**src/rtl/fp_mul_pkg.sv**
```systemverilog
// Shared definitions for the iterative floating-point multiplier.
//   state_e : controller states
//   Rnd*    : rnd_mode encodings
//   Flag*   : bit positions within the 4-bit flags vector
package fp_mul_pkg;

  typedef enum logic [2:0] {
    StIdle,
    StMul,
    StNorm,
    StRnd,
    StDone
  } state_e;

  localparam logic [1:0] RndRne = 2'b00;
  localparam logic [1:0] RndRtz = 2'b01;
  localparam logic [1:0] RndPos = 2'b10;
  localparam logic [1:0] RndNeg = 2'b11;

  localparam int unsigned FlagInvalid   = 3;
  localparam int unsigned FlagOverflow  = 2;
  localparam int unsigned FlagUnderflow = 1;
  localparam int unsigned FlagInexact   = 0;

endpackage

```
**src/rtl/fp_mul_round.sv**
```systemverilog
// Combinational rounding and packing stage.
//   sign_i     : result sign
//   exp_i      : signed biased exponent of the normalised significand
//   mant_i     : stored mantissa bits (hidden bit excluded)
//   guard_i, round_i, sticky_i : discarded-bit summary
//   rnd_mode_i : rounding mode
//   result_o   : packed result; flags_o : {invalid, overflow, underflow, inexact}
module fp_mul_round
  import fp_mul_pkg::*;
#(
  parameter int unsigned E_WIDTH = 8,
  parameter int unsigned M_WIDTH = 23,
  localparam int unsigned D_WIDTH = 1 + E_WIDTH + M_WIDTH,
  localparam int unsigned XW = E_WIDTH + 2
) (
  input  logic                  sign_i,
  input  logic signed [XW-1:0]  exp_i,
  input  logic [M_WIDTH-1:0]    mant_i,
  input  logic                  guard_i,
  input  logic                  round_i,
  input  logic                  sticky_i,
  input  logic [1:0]            rnd_mode_i,
  output logic [D_WIDTH-1:0]    result_o,
  output logic [3:0]            flags_o
);

  localparam logic signed [XW-1:0] ExpMax  = XW'((1 << E_WIDTH) - 1);
  localparam logic signed [XW-1:0] ExpZero = '0;

  logic                 inexact;
  logic                 up;
  logic                 away;
  logic [M_WIDTH:0]     mant_sum;
  logic signed [XW-1:0] exp_fin;

  always_comb begin
    inexact = guard_i | round_i | sticky_i;
    case (rnd_mode_i)
      RndRne:  up = guard_i & (round_i | sticky_i | mant_i[0]);
      RndRtz:  up = 1'b0;
      RndPos:  up = ~sign_i & inexact;
      default: up = sign_i & inexact;
    endcase
    // Directional mode that moves the magnitude away from zero for this sign.
    away = ((rnd_mode_i == RndPos) & ~sign_i) | ((rnd_mode_i == RndNeg) & sign_i);

    // A carry out of the mantissa leaves it all-zero, i.e. 1.0 at the next exponent.
    mant_sum = {1'b0, mant_i} + {{M_WIDTH{1'b0}}, up};
    exp_fin  = exp_i + {{(XW-1){1'b0}}, mant_sum[M_WIDTH]};

    result_o = {sign_i, exp_fin[E_WIDTH-1:0], mant_sum[M_WIDTH-1:0]};
    flags_o  = '0;
    flags_o[FlagInexact] = inexact;

    if (exp_fin >= ExpMax) begin
      flags_o[FlagOverflow] = 1'b1;
      flags_o[FlagInexact]  = 1'b1;
      if ((rnd_mode_i == RndRne) || away) begin
        result_o = {sign_i, {E_WIDTH{1'b1}}, {M_WIDTH{1'b0}}};
      end else begin
        result_o = {sign_i, {(E_WIDTH-1){1'b1}}, 1'b0, {M_WIDTH{1'b1}}};
      end
    end else if (exp_fin <= ExpZero) begin
      // Flush to zero: no subnormal outputs.
      flags_o[FlagUnderflow] = 1'b1;
      flags_o[FlagInexact]   = 1'b1;
      result_o = {sign_i, {(D_WIDTH-1){1'b0}}};
    end
  end

endmodule

```
**src/rtl/fp_mul_iter.sv**
```systemverilog
// Iterative floating-point multiplier with valid/ready handshakes.
//   clk, rst_n            : clock, asynchronous active-low reset
//   in_valid / in_ready   : operand handshake (in_ready only while idle)
//   floating1_in/2_in     : operands {sign, exp, mantissa}
//   rnd_mode              : 00 RNE, 01 RTZ, 10 toward +inf, 11 toward -inf
//   out_valid / out_ready : result handshake; result and flags hold while out_valid
//   floating_multiplication_out, flags : product and {invalid, overflow, underflow, inexact}
module fp_mul_iter
  import fp_mul_pkg::*;
#(
  parameter int unsigned E_WIDTH = 8,
  parameter int unsigned M_WIDTH = 23,
  localparam int unsigned D_WIDTH = 1 + E_WIDTH + M_WIDTH,
  localparam int unsigned BIAS = (1 << (E_WIDTH - 1)) - 1
) (
  input  logic               clk,
  input  logic               rst_n,
  input  logic               in_valid,
  output logic               in_ready,
  input  logic [D_WIDTH-1:0] floating1_in,
  input  logic [D_WIDTH-1:0] floating2_in,
  input  logic [1:0]         rnd_mode,
  output logic               out_valid,
  input  logic               out_ready,
  output logic [D_WIDTH-1:0] floating_multiplication_out,
  output logic [3:0]         flags
);

  localparam int unsigned W    = M_WIDTH + 1;
  localparam int unsigned XW   = E_WIDTH + 2;
  localparam int unsigned CntW = $clog2(M_WIDTH + 1);
  localparam logic [CntW-1:0]    LastCnt = CntW'(M_WIDTH);
  localparam logic [D_WIDTH-1:0] QNaN    =
      {1'b0, {E_WIDTH{1'b1}}, 1'b1, {(M_WIDTH-1){1'b0}}};

  state_e               state_q, state_d;
  logic [CntW-1:0]      cnt_q, cnt_d;
  logic [W-1:0]         a_q, a_d;
  logic [2*W-1:0]       prod_q, prod_d;
  logic signed [XW-1:0] exp_q, exp_d;
  logic                 sign_q, sign_d;
  logic [1:0]           mode_q, mode_d;
  logic [M_WIDTH-1:0]   mant_q, mant_d;
  logic                 g_q, g_d, r_q, r_d, s_q, s_d;
  logic [D_WIDTH-1:0]   res_q, res_d;
  logic [3:0]           flags_q, flags_d;

  // Operand decode
  logic               sign_a, sign_b;
  logic [E_WIDTH-1:0] exp_a, exp_b;
  logic [M_WIDTH-1:0] man_a, man_b;
  logic zero_a, zero_b, inf_a, inf_b, nan_a, nan_b, snan_a, snan_b;
  logic special;
  logic [D_WIDTH-1:0] spec_res;
  logic [3:0]         spec_flags;
  logic signed [XW-1:0] exp_start;

  assign {sign_a, exp_a, man_a} = floating1_in;
  assign {sign_b, exp_b, man_b} = floating2_in;

  always_comb begin
    zero_a  = (exp_a == '0);
    zero_b  = (exp_b == '0);
    inf_a   = (&exp_a) & ~(|man_a);
    inf_b   = (&exp_b) & ~(|man_b);
    nan_a   = (&exp_a) & (|man_a);
    nan_b   = (&exp_b) & (|man_b);
    snan_a  = nan_a & ~man_a[M_WIDTH-1];
    snan_b  = nan_b & ~man_b[M_WIDTH-1];
    special = zero_a | zero_b | (&exp_a) | (&exp_b);

    spec_flags = '0;
    if (nan_a | nan_b) begin
      spec_res = QNaN;
      spec_flags[FlagInvalid] = snan_a | snan_b;
    end else if ((inf_a & zero_b) | (inf_b & zero_a)) begin
      spec_res = QNaN;
      spec_flags[FlagInvalid] = 1'b1;
    end else if (inf_a | inf_b) begin
      spec_res = {sign_a ^ sign_b, {E_WIDTH{1'b1}}, {M_WIDTH{1'b0}}};
    end else begin
      // Exponent-zero operands (including denormals) act as signed zero.
      spec_res = {sign_a ^ sign_b, {(D_WIDTH-1){1'b0}}};
    end

    exp_start = {2'b00, exp_a} + {2'b00, exp_b} - XW'(BIAS);
  end

  // Shift-add step: add multiplicand to the upper half when the multiplier LSB is set,
  // then shift the whole accumulator/multiplier right by one.
  logic [W:0] mac_sum;
  assign mac_sum = {1'b0, prod_q[2*W-1:W]} + (prod_q[0] ? {1'b0, a_q} : '0);

  // Product in [1,4): the MSB tells whether a 1-bit normalising shift is needed.
  logic msb;
  assign msb = prod_q[2*W-1];

  logic [D_WIDTH-1:0] rnd_res;
  logic [3:0]         rnd_flags;

  fp_mul_round #(
    .E_WIDTH (E_WIDTH),
    .M_WIDTH (M_WIDTH)
  ) u_round (
    .sign_i     (sign_q),
    .exp_i      (exp_q),
    .mant_i     (mant_q),
    .guard_i    (g_q),
    .round_i    (r_q),
    .sticky_i   (s_q),
    .rnd_mode_i (mode_q),
    .result_o   (rnd_res),
    .flags_o    (rnd_flags)
  );

  always_comb begin
    state_d = state_q;
    cnt_d   = cnt_q;
    a_d     = a_q;
    prod_d  = prod_q;
    exp_d   = exp_q;
    sign_d  = sign_q;
    mode_d  = mode_q;
    mant_d  = mant_q;
    g_d     = g_q;
    r_d     = r_q;
    s_d     = s_q;
    res_d   = res_q;
    flags_d = flags_q;

    case (state_q)
      StIdle: begin
        if (in_valid) begin
          sign_d = sign_a ^ sign_b;
          mode_d = rnd_mode;
          exp_d  = exp_start;
          a_d    = {1'b1, man_a};
          prod_d = {{W{1'b0}}, 1'b1, man_b};
          cnt_d  = '0;
          if (special) begin
            res_d   = spec_res;
            flags_d = spec_flags;
            state_d = StDone;
          end else begin
            state_d = StMul;
          end
        end
      end
      StMul: begin
        prod_d = {mac_sum, prod_q[W-1:1]};
        cnt_d  = cnt_q + 1'b1;
        if (cnt_q == LastCnt) begin
          cnt_d   = '0;
          state_d = StNorm;
        end
      end
      StNorm: begin
        exp_d = exp_q + {{(XW-1){1'b0}}, msb};
        if (msb) begin
          mant_d = prod_q[2*M_WIDTH:M_WIDTH+1];
          g_d    = prod_q[M_WIDTH];
          r_d    = prod_q[M_WIDTH-1];
          s_d    = |prod_q[M_WIDTH-2:0];
        end else begin
          mant_d = prod_q[2*M_WIDTH-1:M_WIDTH];
          g_d    = prod_q[M_WIDTH-1];
          r_d    = prod_q[M_WIDTH-2];
          s_d    = |prod_q[M_WIDTH-3:0];
        end
        state_d = StRnd;
      end
      StRnd: begin
        res_d   = rnd_res;
        flags_d = rnd_flags;
        state_d = StDone;
      end
      StDone: begin
        if (out_ready) state_d = StIdle;
      end
      default: state_d = StIdle;
    endcase
  end

  always_ff @(posedge clk or negedge rst_n) begin
    if (!rst_n) begin
      state_q <= StIdle;
      cnt_q   <= '0;
      a_q     <= '0;
      prod_q  <= '0;
      exp_q   <= '0;
      sign_q  <= 1'b0;
      mode_q  <= '0;
      mant_q  <= '0;
      g_q     <= 1'b0;
      r_q     <= 1'b0;
      s_q     <= 1'b0;
      res_q   <= '0;
      flags_q <= '0;
    end else begin
      state_q <= state_d;
      cnt_q   <= cnt_d;
      a_q     <= a_d;
      prod_q  <= prod_d;
      exp_q   <= exp_d;
      sign_q  <= sign_d;
      mode_q  <= mode_d;
      mant_q  <= mant_d;
      g_q     <= g_d;
      r_q     <= r_d;
      s_q     <= s_d;
      res_q   <= res_d;
      flags_q <= flags_d;
    end
  end

  assign in_ready                    = (state_q == StIdle);
  assign out_valid                   = (state_q == StDone);
  assign floating_multiplication_out = res_q;
  assign flags                       = flags_q;

endmodule

```
**config.mk**
```make
export PLATFORM = sky130hd
export DESIGN_NAME = fp_mul_iter
export DESIGN_NICKNAME = d
export VERILOG_FILES = /design/src/rtl/fp_mul_pkg.sv /design/src/rtl/fp_mul_round.sv /design/src/rtl/fp_mul_iter.sv
export SDC_FILE = /design/constraint.sdc
export NUM_CORES = 1
export LEC_CHECK = 0
export BUFFER_PORTS_ARGS = -buffer_cell sky130_fd_sc_hd__buf_2
export CAP_MARGIN = 20
export CORE_ASPECT_RATIO = 1.2
export CORE_MARGIN = 10
export CORE_UTILIZATION = 45
export CTS_BUF_LIST = sky130_fd_sc_hd__clkbuf_4 sky130_fd_sc_hd__clkbuf_8
export DETAILED_ROUTE_END_ITERATION = 6
export RECOVER_POWER = 50
export SLEW_MARGIN = 25
export SYNTH_ARGS = -nofsm -noshare
export SYNTH_HDL_FRONTEND = slang
export SYNTH_SLANG_ARGS = --single-unit
```
**constraint.sdc**
```tcl
create_clock -name clk -period 4.85 [get_ports clk]
set_clock_uncertainty 0.2 [all_clocks]
set_input_delay 0.485 -clock clk [delete_from_list [all_inputs] [get_ports clk]]
set_output_delay 0.485 -clock clk [all_outputs]
set_load 0.05 [all_outputs]
```
* Word-level counts from Yosys, hierarchy flattened *
Cells that the tools add are included.

word-level totals
  input bits = 70
  word-level logic and storage cells = 120
  bits in registers = 155
  output and inout bits = 38

operators by class
  equal/unequal tests = 12
  mux-type cells = 36
  reductions and logical operators = 19
  add/subtract/negate cells = 7
  bitwise operators = 31
  order comparisons = 2

operators with widths
  cell                 count
  $mux 32              4
  $pmux 48 s2          1
  $mux 31              3
  $pmux 32 s2          1
  $mux 24              2
  $mux 48              1
  $reduce_or 23->1     2
  $add 24x24->25       1
  $add 23x1->24        1
  $mux 23              1
  $reduce_or 22->1     1
  $reduce_or 21->1     1
  $add 10x1->10        2
  $pmux 10 s2          1
  $logic_not 8->1      2
  $reduce_and 8->1     2
  $pmux 3 s5           1
  $and 1x1->1          13
  $mux 3               4
  $or 1x1->1           12
  $ge 10x9->1 const B  1
  $le 10x1->1 const B  1
  $mux 10              1
  $mux 5               2
  25 further kinds     46

* Logic depth before layout (Yosys ltp) *
Gate-level depths: netlist of run 1.

  depth in word-level cells = 10
  depth in mapped cells = 20
  depth with buffers taken out = 19

* By module *
From an unflattened synthesis of run 1, not the netlist that was laid out.

second synthesis, totals
  cell total of the unflattened synthesis = 1,138
  area, all modules = 9,715.6 sq um

by module, submodules not included
  module        times used  cells an instance  area each (sq um)  seq. area each (sq um)
  fp_mul_iter   1           960                8,578.2            3,878.7
  fp_mul_round  1           178                1,137.3            0.0

* Worst setup path before layout of run 1 *
Ideal clock, no wire load.

  path kind = reg-to-reg
  start = register r_q
  end = register res_q[10] (netlist: floating_multiplication_out[10])
  setup slack = 0.737 ns
  buffers on the path = 2
  data arrival time = 3.792 ns
  clock period less this slack = 4.113 ns
  stages on the path, launching flop included = 20
  cell sequence = dfrtp_1 > or3_1 > a21oi_1 > nor3_1 > ha_1 > nand3_1 > nor2_1 > and3_1 > and2_1 > and3_1 > ha_1 > ha_1 > xnor2_1 > or3_4 > o31ai_4 > nand2b_2 > o21a_1 > buf_6 > buf_8 > a22o_1

on the way
  word-level cells in the longest chain between the ends = 10
  elaborated cells between the ends (all ways) = 15
  those cells by class = add/sub: 2; order compare: 2; mux: 4; bitwise: 7

RTL lines
  what                                               RTL line                                                    source
  start, declared                                    fp_mul_iter.sv:44                                           logic g_q, g_d, r_q, r_d, s_q, s_d;
  start signal, assigned                             fp_mul_iter.sv:209                                          r_q <= r_d;
  $or 1x1->1, on equally long branches (2 in a row)  fp_mul_round.sv:37, fp_mul_round.sv:39
  $and 1x1->1, on equally long branches              fp_mul_round.sv:42, fp_mul_round.sv:39, fp_mul_round.sv:41
  $pmux 1 s3 (*)                                     fp_mul_round.sv:38                                          case (rnd_mode_i)
  $add 23x1->24 (*)                                  fp_mul_round.sv:48                                          mant_sum = {1'b0, mant_i} + {{M_WIDTH{1'b0}}, up};
  $add 10x1->10                                      fp_mul_round.sv:49                                          exp_fin = exp_i + {{(XW-1){1'b0}}, mant_sum[M_WIDTH]};
  $le 10x1->1                                        fp_mul_round.sv:63                                          end else if (exp_fin <= ExpZero) begin
  $mux 31                                            fp_mul_round.sv:63
  $mux 31 (*)                                        fp_mul_round.sv:55                                          if (exp_fin >= ExpMax) begin
  $pmux 32 s2 (*)                                    fp_mul_iter.sv:131                                          case (state_q)
  end signal, assigned                               fp_mul_iter.sv:211                                          res_q <= res_d;
  end, declared                                      fp_mul_iter.sv:45                                           logic [D_WIDTH-1:0] res_q, res_d;

Every way passes the cells marked *; elsewhere a longest branch is shown, timed or not.
A chain may end at the register's enable or synchronous reset.

* Final worst setup path of run 1 *
  start = register r_q
  end = register res_q[21] (netlist: floating_multiplication_out[21])

Same word-level chain as after synthesis.

==> impl_metrics.toml, run 1 <==
[finish]
nNetsFinal = 1260
area_growth_pct = 11.97
fillers = 2052
n_antenna_cell = 0
drive_above_1_share_pct = 11.09
final_common_cell = "nand2_1"
seqCellArea_um2 = 3879
multi_input_area_um2 = 5045
final_cell_mix = "nand2_1, dfrtp_1, o21ai_0"

[timing]
worst_slew_pin_slew_ps = 3293
maxSlewHeadroom_pct = -119.5
min_period_over_period_pct = 92.11
grt_setup_unrepaired = "false"
setup_viol = 0
fmax_mhz = 223.8
min_period_ps = 4467
drv_slew = 165
finalHoldViolations = 0
fin_tns_setup_ps = 0

[critical_path]
end_kind = "flop"
crit_arrival_ps = 4570
cpMaxStageDelayCell = "o21ai_0"
setup.worst_path.start_class = "flop"
ff2ff_path_depth = 17
critical_path.most_common_cell = "ha_1"
crit_chain = "or3_1, a21oi_1, nor3_1, ha_1, nand3_1, nor2_1, and3_1, and2_1, and3_1, ha_1, ha_1, xnor2_1, or3_4, o31ai_4, nand2b_2, o21ai_0, o311ai_0"
path_max_fanout = 7
cp_top_family = "simple AND/OR/NAND/NOR gates"
cp_slowest_stage_delay_ps = 480
criticalPathCategory = "flop to flop"
crit_start = "r_q$_DFFE_PN0P_"
reg2reg_setup_slack_ps = 380
critPathRequiredTime_ps = 4960
path_buf_inv = 0
rr_startpoint = "r_q$_DFFE_PN0P_"
rr_endpoint = "floating_multiplication_out[21]$_DFFE_PN0P_"

[global_routing]
grt_pass1_vias = 7640
grt_pass1_wl_mm = 38.50
grt_max_degree = 86
grt_overflow = 0
grt_antenna_before_repair = 0
grt_usage_pct = 17.49

[power_and_ir_drop]
leakagePower_nw = 4.696
ir_drop_mv = 0.3074
power_density_nw_per_um2 = 677.1
total_power_mw = 7.035

[synthesis]
ys_seq_area_share_pct = 41.80
async_reset_ff_share_pct = 100.0
synthFlopType = "dfrtp_1"
synth_edf_count = 0
syn_area_um2 = 9279
synth_top_cells_by_area = "dfrtp_1, nand2_1, ha_1"
yosysWarnings = 0
synth_cell_types = 70
ys_ff_latch = 155
syn_inst = 1061
synth.largest_area_cell = "dfrtp_1"
syn-num-nets = 1179
avgSynthCellArea_um2 = 8.745
synth_top_area_share_pct = 41.80

[outcome]
violations = "max-capacitance violations, max-slew violations"
status = "finished, violations left"

[clock_tree]
clk_latency_ps = 460
ctsLongestPathBuffers = 2
cts_buffers = 17
cts_setup_buffers = 0
path_clk_slew_ps = 90
cts.sinks = 155
tritoncts = "built"
h-tree-depth = 4
clockRootBuffer = "clkbuf_8"

[route]
vias_per_cell = 5.402
dr.pass1.iters = 5
vias = 7666
drc = 0
wl_mm = 23.05
wl_per_cell_um = 16.24
ant_nets = 0
drtIter0Drc = 368

[placed_design]
dp_hpwl_mm = 17.10
portBuffers = 107
gp_congestion = 0.8853

[min_path]
min_from = "floating1_in[13]"
hold_class = "input port to flop"
hold-path-endpoint = "a_q[13]$_DFFE_PN0P_"
hold_depth = 3

[floorplanning]
core_um2 = 20250
fp.dieW_um = 151.1
die_h_um = 177.3
rows = 57
dieArea_um2 = 26790
io_pins = 108
start_util_pct = 45.81

[run]
drv_cap = 3
## power breakdown
part	switching (mW)	total [mW]	internal, mW
combinational	2.28	3.53	1.26
clock	0.480	1.09	0.607
sequential	0.535	2.41	1.88
## synthesized netlist by cell type (28+ instances only)
library cell and n:
xnor2_1 28, xor2_1 31, mux2i_1 29, nand3_1 35, o21ai_0 99, nor2_1 63
nand2_1 216, ha_1 46, a21oi_1 38, dfrtp_1 155, clkbuf_1 43
## logic make-up (layout without fill, tap and decap cells)
logic type	Yosys count	after routing	share of synthesized area, %
AOI/OAI and AO/OA	257	257	17.64
xor gates and xnor gates	59	59	5.569
adders and majority gates	48	48	6.634
buffers and inverters	82	175	3.843
DFF	155	155	41.80
muxes	30	30	3.250
and+or+nand+nor	430	430	21.26
## layout make-up
type	count	area share, %
Multi-Input combinational cell	824	48.55
Timing Repair Buffer	124	5.925
Clock buffer	26	3.263
Inverter	20	0.7225
Tap cell	265	3.191
Clock inverter	5	1.012
Sequential cell	155	37.33
## flip-flops by register name (all words and copies together), names as in the netlist, 2 cells and up
register / flops
state_q: 3
cnt_q: 5
prod_q: 48
flags: 4
mant_q: 23
floating_multiplication_out: 32
exp_q: 10
mode_q: 2
a_q: 24
## through the flow
| step | utilization (%) | cell area [um2] | hold WS [ps] | cells | worst slack, ps |
|---|---|---|---|---|---|
| global placement | 49.31 | 9987 | 241.9 | 1386 | 492.2 |
| floorplan | - | 9279 | -10.59 | 1061 | 737.0 |
| detailed placement | 49.31 | 9987 | 249.2 | 1386 | 402.5 |
| CTS | 51.60 | 10450 | 2.624 | 1419 | 368.1 |
| finish | 51.30 | 10390 | 24.88 | 1419 | 382.6 |
| global route | 51.30 | 10390 | 9.400 | 1419 | 8.999 |
## metal layers
layer	GRT usage (%)	up-vias	share of wire [%]
met2	28.06	117	47
met3	2.981	13	4.1
met5	0	-	0
met1	23.66	3620	48
li1	-	3916	-
met4	5.100	0	0.98
## tightest hold or removal path, cell delays in order
cell and delay, ps:
buf_2 90, nand2_1 40, nand2_1 40
## how the worst max path moves through the flow
stage / slack [ps] / end / cells after the start
2_1_floorplan: 740 / floating_multiplication_out[10]$_DFFE_PN0P_ / 19
3_3_place_gp: 490 / floating_multiplication_out[21]$_DFFE_PN0P_ / 17
3_5_place_dp: 400 / floating_multiplication_out[17]$_DFFE_PN0P_ / 17
4_1_cts: 370 / floating_multiplication_out[17]$_DFFE_PN0P_ / 17
5_1_grt: 9 / prod_q[15]$_DFFE_PN0P_ / 3
6_report: 380 / floating_multiplication_out[21]$_DFFE_PN0P_ / 17
## what timing repair did
action / in CTS / in global routing
hold buffers: 2 / 0
gates resized for setup: 0 / 0
endpoints found under the hold margin: 72 / 0
Power figures use the tool's default switching activity.
==> inputs of run 2 (changes only) <==
--- a/config.mk
+++ b/config.mk
@@ -5,6 +5,7 @@
 export SDC_FILE = /design/constraint.sdc
 export NUM_CORES = 1
 export LEC_CHECK = 0
+export ABC_AREA = 1
 export BUFFER_PORTS_ARGS = -buffer_cell sky130_fd_sc_hd__buf_2
 export CAP_MARGIN = 20
 export CORE_ASPECT_RATIO = 1.2
==> impl_metrics.toml, run 2 <==
[outcome]
status = "finished, violations left"
violations = "max-capacitance violations, max-slew violations"

[critical_path]
ff2ff_path_depth = 21
cp_top_family = "simple AND/OR/NAND/NOR gates"
end_kind = "flop"
cp_slowest_stage_delay_ps = 390
cpMaxStageDelayCell = "nand3_2"
rr_endpoint = "floating_multiplication_out[22]$_DFFE_PN0P_"
critPathRequiredTime_ps = 4990
crit_arrival_ps = 4020
path_max_fanout = 24
crit_chain = "nand2_1, xor2_1, a21oi_1, ha_1, inv_1, nor2_1, nand3_1, nor3_1, ha_1, ha_1, nand3_1, nand2_1, nand2_1, nor2_1, nand2_1, nor2_1, nand2_1, nand2_4, nand3_2, nand3_1, a21oi_1"
criticalPathCategory = "flop to flop"
critical_path.most_common_cell = "nand2_1"
reg2reg_setup_slack_ps = 970
path_buf_inv = 1
setup.worst_path.start_class = "flop"
rr_startpoint = "sign_q$_DFFE_PN0P_"

[floorplanning]
rows = 59
core_um2 = 21850
dieArea_um2 = 28820
start_util_pct = 46.15
die_h_um = 184.0
fp.dieW_um = 156.7
io_pins = 108

[power_and_ir_drop]
ir_drop_mv = 0.3422
total_power_mw = 7.227
pwr-share-clk_pct = 16.2
cellInternalPower_mw = 3.610
leakagePower_nw = 5.549
power_frac_comb_pct = 50.6
p_sw_share_pct = 50.05
power_density_nw_per_um2 = 645.7
p_sw_mw = 3.617
seqPwrFrac_pct = 33.3

[finish]
largest_reg_flops = 48
multi_input_area_um2 = 5291
n_antenna_cell = 0
final_common_cell = "nand2_1"
nNetsFinal = 1604
fillers = 2272
top_register = "prod_q"
final_cell_mix = "nand2_1, inv_1, o21ai_0"
drive_above_1_share_pct = 9.540
area_growth_pct = 10.98
seqCellArea_um2 = 3879

[clock_tree]
cts_setup_buffers = 0
ctsLongestPathBuffers = 2
tritoncts = "built"
cts_hold_buf = 1
cts_buffers = 17
post_cts_resized = 0
path_clk_slew_ps = 80
cts.sinks = 155
clk_latency_ps = 460
h-tree-depth = 4
clockRootBuffer = "clkbuf_8"

[timing]
finalHoldViolations = 0
grt_setup_unrepaired = "false"
holdWs_ps = 65.87
worst_slack_ps = 966.2
fmax_mhz = 257.5
setup_viol = 0
min_period_ps = 3884
min_period_over_period_pct = 80.08
worst_slew_pin_slew_ps = 2050
drv_slew = 119
fin_tns_setup_ps = 0
maxSlewHeadroom_pct = -36.66

[route]
drtIter0Drc = 549
wl_mm = 26.49
vias_per_cell = 5.127
wl_per_cell_um = 14.94
ant_nets = 0
drc = 0
vias = 9090
dr.pass1.iters = 5

[synthesis]
synth-compound-area-share_pct = 15.04
synth-simple-area-share_pct = 27.97
synth_top_area_share_pct = 38.46
synth.largest_area_cell = "dfrtp_1"
ys_ff_latch = 155
yosysMostFrequentCell = "nand2_1"
synth_top_cells_by_area = "dfrtp_1, nand2_1, o21ai_0"
yosysWarnings = 0
synth_top_family_by_area = "simple AND/OR/NAND/NOR gates"
synth_cell_types = 50
syn_inst = 1401
async_reset_ff_share_pct = 100.0
synthAdderAreaFrac_pct = 6.104
synth_edf_count = 0
syn_area_um2 = 10080
synth_xor_area_share_pct = 3.189
syn-num-nets = 1519
ys_top_cells_by_count = "nand2_1, inv_1, o21ai_0, dfrtp_1, nor2_1"
ys_seq_area_share_pct = 38.46
avgSynthCellArea_um2 = 7.198
post_synth_mux_area_share_pct = 0.1985
synthFlopType = "dfrtp_1"

[min_path]
hold_depth = 3
hold-path-endpoint = "mode_q[1]$_DFFE_PN0P_"
hold_class = "input port to flop"
min_from = "rnd_mode[1]"

[global_routing]
grt_max_degree = 81
grt_pass1_wl_mm = 44.22
grt_pass1_vias = 8955
grt_usage_pct = 18.57
grt_antenna_before_repair = 0
grt_overflow = 0

[placed_design]
gp_congestion = 0.9119
pre_cts_slack_ps = 938.5
dp_hpwl_mm = 20.15
portBuffers = 107

[run]
drv_cap = 2
run 2: cell count changes after synthesis, sizes merged, moves of 15 or more:
cell and change:
mux2i -27, and2 -27, nand4 +18, nand2 +171, nand3 +52, nor2 +48, inv +156, o21ai +77
xnor2 -18, a22o -21, a31oi -24, nor4 -15
run 2: metal layers:
layer / track usage [%] / up-vias / routed length (um)
li1: - / 4748 / -
met1: 24.57 / 4163 / 12820
met2: 31.37 / 159 / 12470
met3: 2.575 / 20 / 919
met4: 4.386 / 0 / 277
met5: 0 / - / 0
run 2: tightest hold or removal path, delay by kind of cell:
family | cells | cell delay (ps)
buffers and inverters | 1 | 90
and+or+nand+nor | 2 | 110
run 2: final cells by class:
cell class,instances,area share (%)
inverters,178,5.970
clock buffers,19,2.225
multi-input cells,1019,47.28
repair buffers,115,4.885
flip-flops and latches,155,34.66
clock inverters,13,1.923
well taps,274,3.063
run 2: worst max-delay path by stage:
stage / from / to / slack [ps] / depth (start not counted)
after floorplan: mode_q[1]$_DFFE_PN0P_ / floating_multiplication_out[10]$_DFFE_PN0P_ / 1780 / 20
after global placement: sign_q$_DFFE_PN0P_ / floating_multiplication_out[22]$_DFFE_PN0P_ / 1030 / 21
after detailed placement: sign_q$_DFFE_PN0P_ / floating_multiplication_out[22]$_DFFE_PN0P_ / 940 / 21
final: sign_q$_DFFE_PN0P_ / floating_multiplication_out[22]$_DFFE_PN0P_ / 970 / 21
after CTS: sign_q$_DFFE_PN0P_ / floating_multiplication_out[22]$_DFFE_PN0P_ / 950 / 21
after global routing: sign_q$_DFFE_PN0P_ / floating_multiplication_out[11]$_DFFE_PN0P_ / 470 / 21
run 2: per-stage QoR:
stage	instances	instance area, um2	utilization, %
detailed placement	1740	10790	49.36
global route	1773	11190	51.22
global placement	1740	10790	49.36
CTS	1773	11260	51.53
floorplan	1401	10080	-
finish	1773	11190	51.22
run 2: kinds of logic (layout without fill, tap and decap cells):
family	after synthesis	after routing
adder cells (fa/ha/maj)	48	48
AO/OA/AOI/OAI	280	280
buffers and inverters	227	325
XOR/XNOR	35	35
multiplexers	2	2
AND/OR/NAND/NOR	654	654
flip-flops	155	155
run 2: power groups by stage:
| stage | registers, mW | clock network [mW] | logic, mW |
|---|---|---|---|
| 3_5_place_dp | 2.42 | 0 | 3.72 |
| 3_3_place_gp | 2.40 | 0 | 3.71 |
| 6_report | 2.40 | 1.17 | 3.65 |
| 5_1_grt | 2.50 | 1.24 | 4.18 |
| 2_1_floorplan | 2.76 | 0 | 2.47 |
| 4_1_cts | 2.40 | 1.19 | 3.74 |
